### config.mk
export PLATFORM = sky130hd
export DESIGN_NAME = mux41_bh
export DESIGN_NICKNAME = d
export VERILOG_FILES = /design/src/rtl/mux41_pkg.sv /design/src/rtl/mux41_comb.sv /design/src/rtl/mux41_bh.sv
export SDC_FILE = /design/constraint.sdc
export NUM_CORES = 1
export LEC_CHECK = 0
export CAP_MARGIN = 25
export CORE_MARGIN = 1
export CORE_UTILIZATION = 41
export DETAILED_ROUTE_END_ITERATION = 10
export GPL_ROUTABILITY_DRIVEN = 0
export PLACE_DENSITY_LB_ADDON = 0.15
export SLEW_MARGIN = 40
export SYNTH_ARGS = -nofsm -noshare
export SYNTH_HDL_FRONTEND = slang
export SYNTH_HIERARCHICAL = 1
export SYNTH_SLANG_ARGS = --single-unit
### constraint.sdc
create_clock -name clk -period 1.7 [get_ports clk]
set_clock_uncertainty 0.05 [all_clocks]
set_input_delay 0.34 -clock clk [delete_from_list [all_inputs] [get_ports clk]]
set_output_delay 0.34 -clock clk [all_outputs]
set_load 0.005 [all_outputs]
### src/rtl/mux41_pkg.sv
// Shared select type, select encodings and one-hot decode helper for the 4:1 selector.
package mux41_pkg;

    localparam int unsigned SEL_W = 2;
    localparam int unsigned OH_W  = 4;

    typedef logic [SEL_W-1:0] sel_t;

    localparam sel_t SEL_I0 = 2'b00;
    localparam sel_t SEL_I1 = 2'b01;
    localparam sel_t SEL_I2 = 2'b10;
    localparam sel_t SEL_I3 = 2'b11;

    // One-hot decode: bit n high when source In is selected.
    function automatic logic [OH_W-1:0] sel_onehot(input sel_t s);
        logic [OH_W-1:0] oh;
        oh = '0;
        case (s)
            SEL_I0:  oh = 4'b0001;
            SEL_I1:  oh = 4'b0010;
            SEL_I2:  oh = 4'b0100;
            default: oh = 4'b1000;
        endcase
        return oh;
    endfunction

endpackage

### src/rtl/mux41_comb.sv
// Combinational WIDTH-wide 4:1 selector.
//   i0..i3 : data sources
//   sel    : source index (00 -> i0 ... 11 -> i3)
//   y      : selected data, zero latency
module mux41_comb
    import mux41_pkg::*;
#(
    parameter int unsigned WIDTH = 1
) (
    input  logic [WIDTH-1:0] i0,
    input  logic [WIDTH-1:0] i1,
    input  logic [WIDTH-1:0] i2,
    input  logic [WIDTH-1:0] i3,
    input  sel_t             sel,
    output logic [WIDTH-1:0] y
);

    // Full case: the default arm covers SEL_I3 so no latch can be inferred.
    always_comb begin
        y = '0;
        case (sel)
            SEL_I0:  y = i0;
            SEL_I1:  y = i1;
            SEL_I2:  y = i2;
            default: y = i3;
        endcase
    end

endmodule

### src/rtl/mux41_bh.sv
// 4:1 selector with combinational output, registered copy with valid flag,
// one-hot select decode and select-change tracking.
//   clk, rst_n       : clock, asynchronous active-low reset
//   I0..I3           : WIDTH-bit data sources
//   S1, S0           : select MSB / LSB
//   en               : capture enable for Y_q
//   Y                : combinational selected data
//   Y_q, Y_vld       : registered selected data, loaded-last-edge flag
//   sel_oh           : combinational one-hot decode of {S1,S0}
//   sel_chg, chg_cnt : registered select-change pulse, saturating change count
module mux41_bh
    import mux41_pkg::*;
#(
    parameter int unsigned WIDTH = 1,
    parameter int unsigned CNT_W = 8
) (
    input  logic             clk,
    input  logic             rst_n,
    input  logic [WIDTH-1:0] I0,
    input  logic [WIDTH-1:0] I1,
    input  logic [WIDTH-1:0] I2,
    input  logic [WIDTH-1:0] I3,
    input  logic             S0,
    input  logic             S1,
    input  logic             en,
    output logic [WIDTH-1:0] Y,
    output logic [WIDTH-1:0] Y_q,
    output logic             Y_vld,
    output logic [OH_W-1:0]  sel_oh,
    output logic             sel_chg,
    output logic [CNT_W-1:0] chg_cnt
);

    sel_t sel;
    sel_t sel_prev;
    logic sel_diff_c;

    assign sel        = {S1, S0};
    assign sel_oh     = sel_onehot(sel);
    assign sel_diff_c = (sel != sel_prev);

    mux41_comb #(
        .WIDTH (WIDTH)
    ) u_comb (
        .i0  (I0),
        .i1  (I1),
        .i2  (I2),
        .i3  (I3),
        .sel (sel),
        .y   (Y)
    );

    // Registered copy of Y; valid only on edges where en was sampled high.
    always_ff @(posedge clk or negedge rst_n) begin
        if (!rst_n) begin
            Y_q   <= '0;
            Y_vld <= 1'b0;
        end else begin
            Y_vld <= en;
            if (en) begin
                Y_q <= Y;
            end
        end
    end

    // Edge-sampled select change detection with saturating counter.
    always_ff @(posedge clk or negedge rst_n) begin
        if (!rst_n) begin
            sel_prev <= SEL_I0;
            sel_chg  <= 1'b0;
            chg_cnt  <= '0;
        end else begin
            sel_prev <= sel;
            sel_chg  <= sel_diff_c;
            if (sel_diff_c && (chg_cnt != {CNT_W{1'b1}})) begin
                chg_cnt <= chg_cnt + CNT_W'(1);
            end
        end
    end

endmodule

==> impl_metrics.ini <==
[floorplanning]
pin_count = 25
die_x_um = 41.03
design.core.area_um2 = 1366
die_h_um = 41.03
rows = 13
initial_core_util_pct = 45.70
die_area_um2 = 1683

[pwr]
irDropWorstVdd_v = 0.001024
power.density_nw_per_um2 = 1270
leakage_nw = 0.4647

[worst_setup_path]
slowest_stage = clkdlybuf4s50_1
arrival_ps = 1290
critPathLaunchType = input pin
crit_fanout = 4
cp_data_required_time_ps = 1310
cp_slowest_stage_delay_ps = 500
worstSetupPathType = input pin to output pin
cp_cell_sequence = dlygate4sd2_1, buf_6, nor2_1, clkdlybuf4s50_1
crit_path_end_kind = output pin

[yosys]
synth_area_um2 = 624.3
synthArstFlopShare_pct = 100.0
yosys.cell_types.count = 29
synth.area.top_cells = dfrtp_1 (52%), xnor2_1 (5.6%), mux2_2 (3.6%)
synth_cells = 50
yosys.area.top_type = dfrtp_1
synth_nets = 60
yosys.area.top_type_share_pct = 52.10
syn_area_per_cell_um2 = 12.49
yosys_warnings = 6
synth_seq_cells = 13
synth_edf_count = 0
ys.flop_type = dfrtp_1
yosysSeqAreaShare_pct = 52.10

[timing]
final-hold-violation-count = 0
relSlewSlack_pct = 87.68
period_needed_ps = 1685
fin_ws_ps = 15.48
min_period_over_period_pct = 99.09
fmax_mhz = 593.6
slew_violations = 0
finalSetupViolCount = 0
worstMarginPinSlew_ps = 184.7

[global_routing]
grt_max_degree = 14
gr-usage-all-layers_pct = 17.94
first_global_vias = 475
grt_pass1_wl_mm = 1.904
grt.overflow.total = 0
grt_antenna_before_repair = 0

[place]
portBuffers = 24
placed_cell_area_um2 = 928.4
detailedPlace.worstSlack_ps = -503.6
dp_hpwl_um = 886.2

[detailed_routing]
dr.pass1.iters = 4
top_layer = met4
post_drt_wl_per_cell_um = 13.23
drc = 0
wl_met3_um = 81
wl_met1_um = 618
initialDrtViolationCount = 7
drtAntennaViolNets = 0
vias = 518
viasPerCell = 5.129
routed_wl_mm = 1.336
dr_wl_met2_um = 616

[clock_tree]
cts_tree = built
cts_buffers = 3
path_clk_slew_ps = 80
clock_path_buffers = 2
hold_buffers = 0
cts.sinks = 13
root_buffer = clkbuf_4
htree_levels = 1
clkLatencyLatePin_ps = 270

[cells_and_area]
fin_nets = 97
layout-drive-gt1-share_pct = 27.91
utilization_pct = 72.07
n_antenna_cell = 0
syn_to_final_growth_pct = 57.72
fill_cells = 106
final_area_um2 = 984.7

[min_path]
hold_class = input pin to register

[run_status]
status = completed

[run]
cap_violations = 0
-- path summary, 6_finish.rpt --
path	slack, ps	depth (start not counted)	endpoint	start
worst max-delay path	20	4	sel_oh[0]	S1
worst min-delay path	270	2	sel_prev[0]	S0
worst max register to register	160	5	chg_cnt[1]	chg_cnt[0]
worst min register to register	470	1	chg_cnt[3]	chg_cnt[3]
max in group asynchronous	1110	2	chg_cnt[3]	rst_n
min in group asynchronous	320	2	Y_q	rst_n
-- power breakdown --
group	switching, mW	internal (mW)
clock	0.107	0.0909
combinational	0.173	0.347
sequential	0.118	0.415
total	0.398	0.853
-- synthesized netlist by cell type, types with 2 or more instances --
cell type	count
and4_1	2
xnor2_1	4
nand2_1	3
mux2_2	2
nand3_1	3
dfrtp_1	13
-- logic make-up after synthesis --
logic type                 count (synthesis)  synth area share [%]
AOI/OAI and AO/OA                          4                 4.209
xor gates and xnor gates                   5                 7.014
adders and majority gates                  1                 2.004
buffers and inverters                      1                 1.403
DFF                                       13                 52.10
muxes                                      5                 11.42
and+or+nand+nor                           21                 21.85
-- state kept, by name (all words and copies together) (netlist names) --
signal    flops
sel_chg       1
Y_q           1
Y_vld         1
chg_cnt       8
sel_prev      2
-- cell usage in the layout, fill, tap and decap left out, types with 2 or more instances in the layout --
cell,count
xnor2_1,4
dlymetal6s2s_1,5
clkdlybuf4s50_1,14
clkbuf_4,3
buf_6,3
and2_1,2
dlygate4sd2_1,3
and4_1,2
buf_4,6
mux2_2,2
nand2_1,3
nand3_1,3
dfrtp_2,2
dfrtp_1,11
-- through the flow --
stage	cells	TNS (ps)	hold WS [ps]	total power [mW]
floorplan	50	0	-5.591	0.7537
global placement	95	-2942	447.7	1.042
detailed placement	95	-3125	455.5	1.054
CTS	101	-115.0	326.3	1.251
global route	101	-1.653	283.5	1.342
finish	101	0	270.8	1.250
-- final cells by class --
class	count	area, µm²	area share [%]
Clock buffer	4	26.28	2.668
Inverter	1	8.758	0.8895
Multi-Input combinational cell	36	290.3	29.48
Sequential cell	13	327.8	33.29
Tap cell	15	18.77	1.906
Timing Repair Buffer	32	312.8	31.77
-- per-layer routing --
| layer | up-vias | global-route usage (%) |
|---|---|---|
| met2 | 25 | 28.13 |
| met1 | 243 | 22.68 |
| met3 | 2 | 7.065 |
| li1 | 248 | - |
| met5 | - | 0 |
| met4 | 0 | 5.000 |
-- critical path: cells and delay by family --
kind          cells  cell delay [ps]
buf+inv           3              880
simple gates      1               80
-- timing repair --
item	in CTS	in global routing
setup endpoints to repair	5	6
setup buffers	2	0
resized for setup	9	12
No activity file was read; power rests on OpenSTA's default activity.
